[src/rtl/sort_job_sequencer_if.sv]
// Input/output word streams of the sort job sequencer.
// The master side produces input words and consumes sorted output words.
interface sort_job_sequencer_if #(
  parameter int unsigned N = 16
);
  logic         in_valid;
  logic         in_ready;
  logic [N-1:0] in_data;
  logic         out_valid;
  logic         out_ready;
  logic [N-1:0] out_data;
  logic         out_last;

  modport master (
    output in_valid, in_data, out_ready,
    input  in_ready, out_valid, out_data, out_last
  );

  modport slave (
    input  in_valid, in_data, out_ready,
    output in_ready, out_valid, out_data, out_last
  );
endinterface

[src/rtl/sort_job_sequencer.sv]
// Job-level controller for sorting_top: loads 2**L words, starts the sort with a timeout,
// then drains the sorted words as an output stream.
module sort_job_sequencer #(
  parameter int unsigned N       = 16,
  parameter int unsigned L       = 4,
  parameter int unsigned TIMEOUT = 4096
) (
  input  logic                  clk,
  input  logic                  rst,
  sort_job_sequencer_if.slave   stream,
  input  logic                  clr_err,
  output logic                  busy,
  output logic                  err_timeout,
  output logic [7:0]            job_cnt,
  output logic                  s_wrinit,
  output logic                  s_rd,
  output logic [L-1:0]          s_raddr,
  output logic [N-1:0]          s_datain,
  output logic                  s_start,
  input  logic [N-1:0]          s_dataout,
  input  logic                  s_done
);

  localparam int unsigned DEPTH = 1 << L;
  localparam int unsigned TMO_W = $clog2(TIMEOUT + 1);

  typedef enum logic [2:0] {
    S_IDLE, S_LOAD, S_START, S_SORT, S_READ, S_CAP, S_SEND, S_ERR
  } state_t;

  state_t         r_state,     w_state;
  logic [L-1:0]   r_wptr,      w_wptr;
  logic [L-1:0]   r_rptr,      w_rptr;
  logic [TMO_W-1:0] r_tmo,     w_tmo;
  logic           r_out_valid, w_out_valid;
  logic [N-1:0]   r_out_data,  w_out_data;
  logic           r_out_last,  w_out_last;
  logic           r_err,       w_err;
  logic [7:0]     r_job_cnt,   w_job_cnt;
  logic           r_busy;
  logic           w_in_ready;
  logic           w_wrinit;
  logic           w_rd;
  logic           w_start;
  logic [L-1:0]   w_raddr;

  // State and datapath registers
  always_ff @(posedge clk or negedge rst) begin
    if (!rst) begin
      r_state     <= S_IDLE;
      r_wptr      <= '0;
      r_rptr      <= '0;
      r_tmo       <= '0;
      r_out_valid <= 1'b0;
      r_out_data  <= '0;
      r_out_last  <= 1'b0;
      r_err       <= 1'b0;
      r_job_cnt   <= 8'd0;
      r_busy      <= 1'b0;
    end else begin
      r_state     <= w_state;
      r_wptr      <= w_wptr;
      r_rptr      <= w_rptr;
      r_tmo       <= w_tmo;
      r_out_valid <= w_out_valid;
      r_out_data  <= w_out_data;
      r_out_last  <= w_out_last;
      r_err       <= w_err;
      r_job_cnt   <= w_job_cnt;
      r_busy      <= (w_state != S_IDLE) && (w_state != S_ERR);
    end
  end

  // Next-state, datapath updates and sorter strobes
  always_comb begin
    w_state     = r_state;
    w_wptr      = r_wptr;
    w_rptr      = r_rptr;
    w_tmo       = r_tmo;
    w_out_valid = r_out_valid;
    w_out_data  = r_out_data;
    w_out_last  = r_out_last;
    w_err       = r_err;
    w_job_cnt   = r_job_cnt;
    w_in_ready  = 1'b0;
    w_wrinit    = 1'b0;
    w_rd        = 1'b0;
    w_start     = 1'b0;
    w_raddr     = '0;

    unique case (r_state)
      S_IDLE: begin
        w_in_ready = 1'b1;
        if (stream.in_valid) begin
          w_wrinit = 1'b1;
          w_wptr   = L'(1);
          w_state  = S_LOAD;
        end
      end
      S_LOAD: begin
        w_in_ready = 1'b1;
        if (stream.in_valid) begin
          w_wrinit = 1'b1;
          w_raddr  = r_wptr;
          w_wptr   = r_wptr + L'(1);
          if (r_wptr == L'(DEPTH - 1)) w_state = S_START;
        end
      end
      S_START: begin
        w_start = 1'b1;
        w_tmo   = '0;
        w_state = S_SORT;
      end
      S_SORT: begin
        // tmo==0 marks the first SORT cycle, where a stale done is ignored
        w_tmo = r_tmo + TMO_W'(1);
        if ((r_tmo != '0) && s_done) begin
          w_rptr  = '0;
          w_state = S_READ;
        end else if (r_tmo == TMO_W'(TIMEOUT - 1)) begin
          w_err   = 1'b1;
          w_state = S_ERR;
        end
      end
      S_READ: begin
        w_rd    = 1'b1;
        w_raddr = r_rptr;
        w_state = S_CAP;
      end
      S_CAP: begin
        w_out_data  = s_dataout;
        w_out_valid = 1'b1;
        w_out_last  = (r_rptr == L'(DEPTH - 1));
        w_state     = S_SEND;
      end
      S_SEND: begin
        if (stream.out_ready) begin
          w_out_valid = 1'b0;
          if (r_out_last) begin
            w_job_cnt = r_job_cnt + 8'd1;
            w_state   = S_IDLE;
          end else begin
            w_rptr  = r_rptr + L'(1);
            w_state = S_READ;
          end
        end
      end
      S_ERR: begin
        if (clr_err) begin
          w_err   = 1'b0;
          w_state = S_IDLE;
        end
      end
      default: w_state = S_IDLE;
    endcase

    // Nothing is accepted or written while reset is held
    if (!rst) begin
      w_in_ready = 1'b0;
      w_wrinit   = 1'b0;
      w_raddr    = '0;
    end
  end

  assign stream.in_ready  = w_in_ready;
  assign stream.out_valid = r_out_valid;
  assign stream.out_data  = r_out_data;
  assign stream.out_last  = r_out_last;
  assign busy             = r_busy;
  assign err_timeout      = r_err;
  assign job_cnt          = r_job_cnt;
  assign s_wrinit         = w_wrinit;
  assign s_rd             = w_rd;
  assign s_raddr          = w_raddr;
  assign s_datain         = stream.in_data;
  assign s_start          = w_start;

endmodule

[src/flat_wrapper.sv]
// flat-port wrapper written by rule: the top's interface ports become plain ports
module sort_job_sequencer_flat 
#(
  parameter int unsigned N       = 16,
  parameter int unsigned L       = 4,
  parameter int unsigned TIMEOUT = 4096
)
  (clk, rst, clr_err, busy, err_timeout, job_cnt, s_wrinit, s_rd, s_raddr, s_datain, s_start, s_dataout, s_done, stream_in_valid, stream_in_data, stream_out_ready, stream_in_ready, stream_out_valid, stream_out_data, stream_out_last);
  sort_job_sequencer_if #(.N(N)) stream_i ();
  input  logic clk;
  input  logic rst;
  input  logic clr_err;
  output logic busy;
  output logic err_timeout;
  output logic [7:0] job_cnt;
  output logic s_wrinit;
  output logic s_rd;
  output logic [L-1:0] s_raddr;
  output logic [N-1:0] s_datain;
  output logic s_start;
  input  logic [N-1:0] s_dataout;
  input  logic s_done;
  input wire logic [$bits(stream_i.in_valid)-1:0] stream_in_valid;
  input wire logic [$bits(stream_i.in_data)-1:0] stream_in_data;
  input wire logic [$bits(stream_i.out_ready)-1:0] stream_out_ready;
  output wire logic [$bits(stream_i.in_ready)-1:0] stream_in_ready;
  output wire logic [$bits(stream_i.out_valid)-1:0] stream_out_valid;
  output wire logic [$bits(stream_i.out_data)-1:0] stream_out_data;
  output wire logic [$bits(stream_i.out_last)-1:0] stream_out_last;
  assign stream_i.in_valid = stream_in_valid;
  assign stream_i.in_data = stream_in_data;
  assign stream_i.out_ready = stream_out_ready;
  assign stream_in_ready = stream_i.in_ready;
  assign stream_out_valid = stream_i.out_valid;
  assign stream_out_data = stream_i.out_data;
  assign stream_out_last = stream_i.out_last;
  sort_job_sequencer #(.N(N), .L(L), .TIMEOUT(TIMEOUT)) u_core (.clk(clk), .rst(rst), .stream(stream_i), .clr_err(clr_err), .busy(busy), .err_timeout(err_timeout), .job_cnt(job_cnt), .s_wrinit(s_wrinit), .s_rd(s_rd), .s_raddr(s_raddr), .s_datain(s_datain), .s_start(s_start), .s_dataout(s_dataout), .s_done(s_done));
endmodule
[config.mk]
export PLATFORM = sky130hd
export DESIGN_NAME = sort_job_sequencer_flat
export DESIGN_NICKNAME = d
export VERILOG_FILES = /design/src/rtl/sort_job_sequencer_if.sv /design/src/rtl/sort_job_sequencer.sv /design/src/flat_wrapper.sv
export SDC_FILE = /design/constraint.sdc
export NUM_CORES = 1
export LEC_CHECK = 0
export ABC_AREA = 1
export ABC_CLOCK_PERIOD_IN_PS = 3080
export CORE_ASPECT_RATIO = 1.1
export CORE_UTILIZATION = 50
export CTS_CLUSTER_DIAMETER = 30
export DETAILED_ROUTE_END_ITERATION = 10
export GPL_TIMING_DRIVEN = 0
export HOLD_SLACK_MARGIN = 0.02
export PLACE_DENSITY = 0.91
export SLEW_MARGIN = 20
export SYNTH_ARGS = -nofsm -noshare
export SYNTH_HDL_FRONTEND = slang
export SYNTH_SLANG_ARGS = --single-unit
[constraint.sdc]
create_clock -name clk -period 3.08 [get_ports clk]
set_clock_uncertainty 0.2 [all_clocks]
set_input_delay 0.308 -clock clk [delete_from_list [all_inputs] [get_ports clk]]
set_output_delay 0.308 -clock clk [all_outputs]
set_load 0.02 [all_outputs]
==> flow_summary.yaml <==
critical_path:
  startpoint_type: "input port"
  crit_slowest_cell: "clkdlybuf4s50_1"
  crit_family: "buffers and inverters"
  cp.buffers_inverters: 4
  worstPathMaxFanout: 53
  cp_cell_sequence: "dlygate4sd3_1 > buf_6 > inv_1 > nor3_1 > clkdlybuf4s50_1"
  r2r_start: "u_core.r_tmo[1]"
  required_ps: 2570
  endpoint_kind: "output port"
  critPathMaxStageDelay_ps: 640
  cp-startpoint: "rst"
  crit_type: "in -> out"
  arrival_ps: 2290
sta:
  min_period_ps: 2800
  fin_crit_sh_pct: 91.0
  setup_viol: 0
  max_freq_mhz: 357
  finalHoldViolations: 0
  max_slew.worst_pin.slew_ps: 468
  slew_viol_final: 0
  holdWs_ps: 287
  max-slew-margin-rel_pct: 68.8
  rsz0062_at_grt: "no"
global_route:
  grt_pass1_wl_mm: 9.77
  grt_max_degree: 54
  grt_pass1_vias: 2334
  antenna_found_initial: 0
  grt-ovfl-total: 0
  grtUsageTotal_pct: 21.4
floorplanning:
  core_sq_mm: 0.00536
  fp.dieW_microns: 73.1
  initial_core_util_pct: 51.8
  die_h_microns: 80.2
  io_pins: 90
  rows: 28
  die-area_sq_mm: 0.00586
power_and_ir_drop:
  power_w: 0.00268
  p_per_area_mw_per_mm2: 723
  comb_power_share_pct: 47.5
  p_seq_share_pct: 38.0
  intPower_w: 0.00164
  switching_share_pct: 38.7
  switchingPower_w: 0.00104
  power_leakage_nw: 1.73
  pwr-share-clk_pct: 14.6
  ir_drop_mv: 0.331
clock_network:
  htree_levels: 2
  numCtsBuffers: 5
  path_clk_slew_ps: 90
  cts_num_sinks: 52
  clk_latency_ps: 310
  cts-root-buf: "clkbuf_8"
  clock_path_buffers: 2
  cts_tree: "done"
cells_and_area:
  drive_gt1_share_pct: 14.2
  seq_area_sq_mm: 0.00130
  final_cell_mix: "75 x nand2_1, 72 x clkdlybuf4s50_1, 52 x dfrtp_1, 33 x inv_1, 23 x nor2_1"
  fin_nets: 444
  layout_commonest_cell: "nand2_1"
  multi_input_area_sq_mm: 0.00117
  areaGrowthSynthToFinish_pct: 33.3
  n_antenna_cell: 0
  nFillCells: 431
logic_synthesis:
  synth_nets: 363
  seq_area_frac_synth_pct: 46.8
  synth_top_family_by_area: "simple AND/OR/NAND/NOR gates"
  syn_inst: 320
  synth_fa_ha_area_share_pct: 2.25
  synth-xor-area-share_pct: 2.84
  yosysWarnings: 0
  synth-compound-area-share_pct: 8.47
  syn_area_per_cell_sq_um: 8.68
  ys_types: 31
  synth_area_sq_mm: 0.00278
  synth_simple_gate_area_share_pct: 22.2
  synth_mux_area_share_pct: 6.49
  synth_seq_cells: 52
place:
  hpwlAfterDp_mm: 4.53
  port_buffers: 73
  place.gp.congestion: 0.891
drt:
  wl_per_cell_microns: 12.4
  dr.first_iter.drc_count: 133
  vias: 2413
  routed_wirelength_mm: 5.91
  ant_nets: 0
  drtPass1Iterations: 5
  via_per_inst: 5.06
  drc: 0
min_path:
  hp-start: "u_core.job_cnt[7]"
  hold_path_class: "reg -> reg"
outcome:
  status: "finished clean"
flow_run:
  drv_cap: 0
[through the flow]
step	setup WS [ps]	instances	instance area, sq um	utilization [%]	setup TNS, ps
after floorplan	1250	320	2780	-	0
final	278	477	3700	69.1	0
after global routing	104	477	3700	69.1	0
after CTS	85.0	477	3700	69.0	0
after detailed placement	595	468	3600	67.2	0
after global placement	-1200	468	3600	67.2	-8370
[per-layer routing]
layer | vias to the layer above | GRT usage [%] | routed length [microns]
met4 | 0 | 8.82 | 116
li1 | 1176 | - | -
met1 | 1131 | 24.5 | 2400
met2 | 92 | 39.5 | 3060
met3 | 14 | 2.89 | 331
met5 | - | 0 | 0
[cells in the mapped netlist, drive strengths merged]
| library cell | instances | area share, % |
|---|---|---|
| nand2 | 77 | 11 |
| dfrtp | 52 | 47 |
| inv | 40 | 5.4 |
| nor2 | 27 | 4.2 |
| buf | 21 | 5.5 |
| o21ai | 19 | 3.4 |
| mux2 | 16 | 6.5 |
| nand3 | 16 | 3.2 |
| a21oi | 13 | 2.3 |
| nand4 | 7 | 1.6 |
| ha | 5 | 2.3 |
| nor3 | 5 | 1.5 |
| xnor2 | 5 | 1.6 |
| o31ai | 4 | 1.1 |
| xor2 | 4 | 1.3 |
| or2 | 3 | 0.68 |
| o21a | 2 | 0.54 |
| a22o | 1 | 0.32 |
| a22oi | 1 | 0.45 |
| nor3b | 1 | 0.45 |
| o32ai | 1 | 0.32 |
[final timing paths]
kind	endpoint	slack, ps	cells after the start
setup / recovery	stream_in_ready	280	5
hold / removal	u_core.job_cnt[7]	290	1
setup reg to reg	u_core.busy	1340	11
hold reg to reg	u_core.job_cnt[7]	290	1
max in group asynchronous	u_core.stream.out_valid	2040	2
min in group asynchronous	u_core.job_cnt[2]	300	2
[worst register-to-register path, delay by kind of cell (launching register included)]
family	cells	cell delay [ps]
and+or+nand+nor	9	880
adders and majority gates	1	180
buffers and inverters	1	60
DFF	1	380
[cell families after synthesis]
kind of cell	Yosys count
AND/OR/NAND/NOR	136
XOR/XNOR	9
adder cells (fa/ha/maj)	5
flip-flops	52
AO/OA/AOI/OAI	41
multiplexers	16
buffers and inverters	61
[flip-flops by register name, indices dropped and copies added (netlist names)]
signal                   count
u_core.err_timeout           1
u_core.job_cnt               8
u_core.r_wptr                4
u_core.stream.out_valid      1
u_core.r_rptr                4
u_core.stream.out_data      16
u_core.stream.out_last       1
u_core.r_tmo                13
u_core.busy                  1
u_core.r_state               3
[power by group through the flow]
stage	Sequential, W	Clock (W)	Combinational, W
finish	0.00102	0.000390	0.00127
global route	0.00104	0.000427	0.00139
CTS	0.00102	0.000403	0.00128
detailed placement	0.00103	0	0.00127
global placement	0.00101	0	0.00123
floorplan	0.00118	0	0.000603
[repair_timing]
action / 4_1_cts / 5_1_grt
gates resized for setup: 0 / 1
endpoints found under the hold margin: 52 / 0
setup buffers: 0 / 0
endpoints found under the setup margin: 0 / 6
hold buffers: 1 / 0
[final cells by class]
class | instances | area share, %
flip-flops and latches | 52 | 35.1
multi-input cells | 207 | 31.7
repair buffers | 74 | 20.0
plain buffers | 21 | 4.12
inverters | 40 | 4.05
well taps | 75 | 2.53
clock buffers | 8 | 2.43
(Power assumes the default switching activity.)
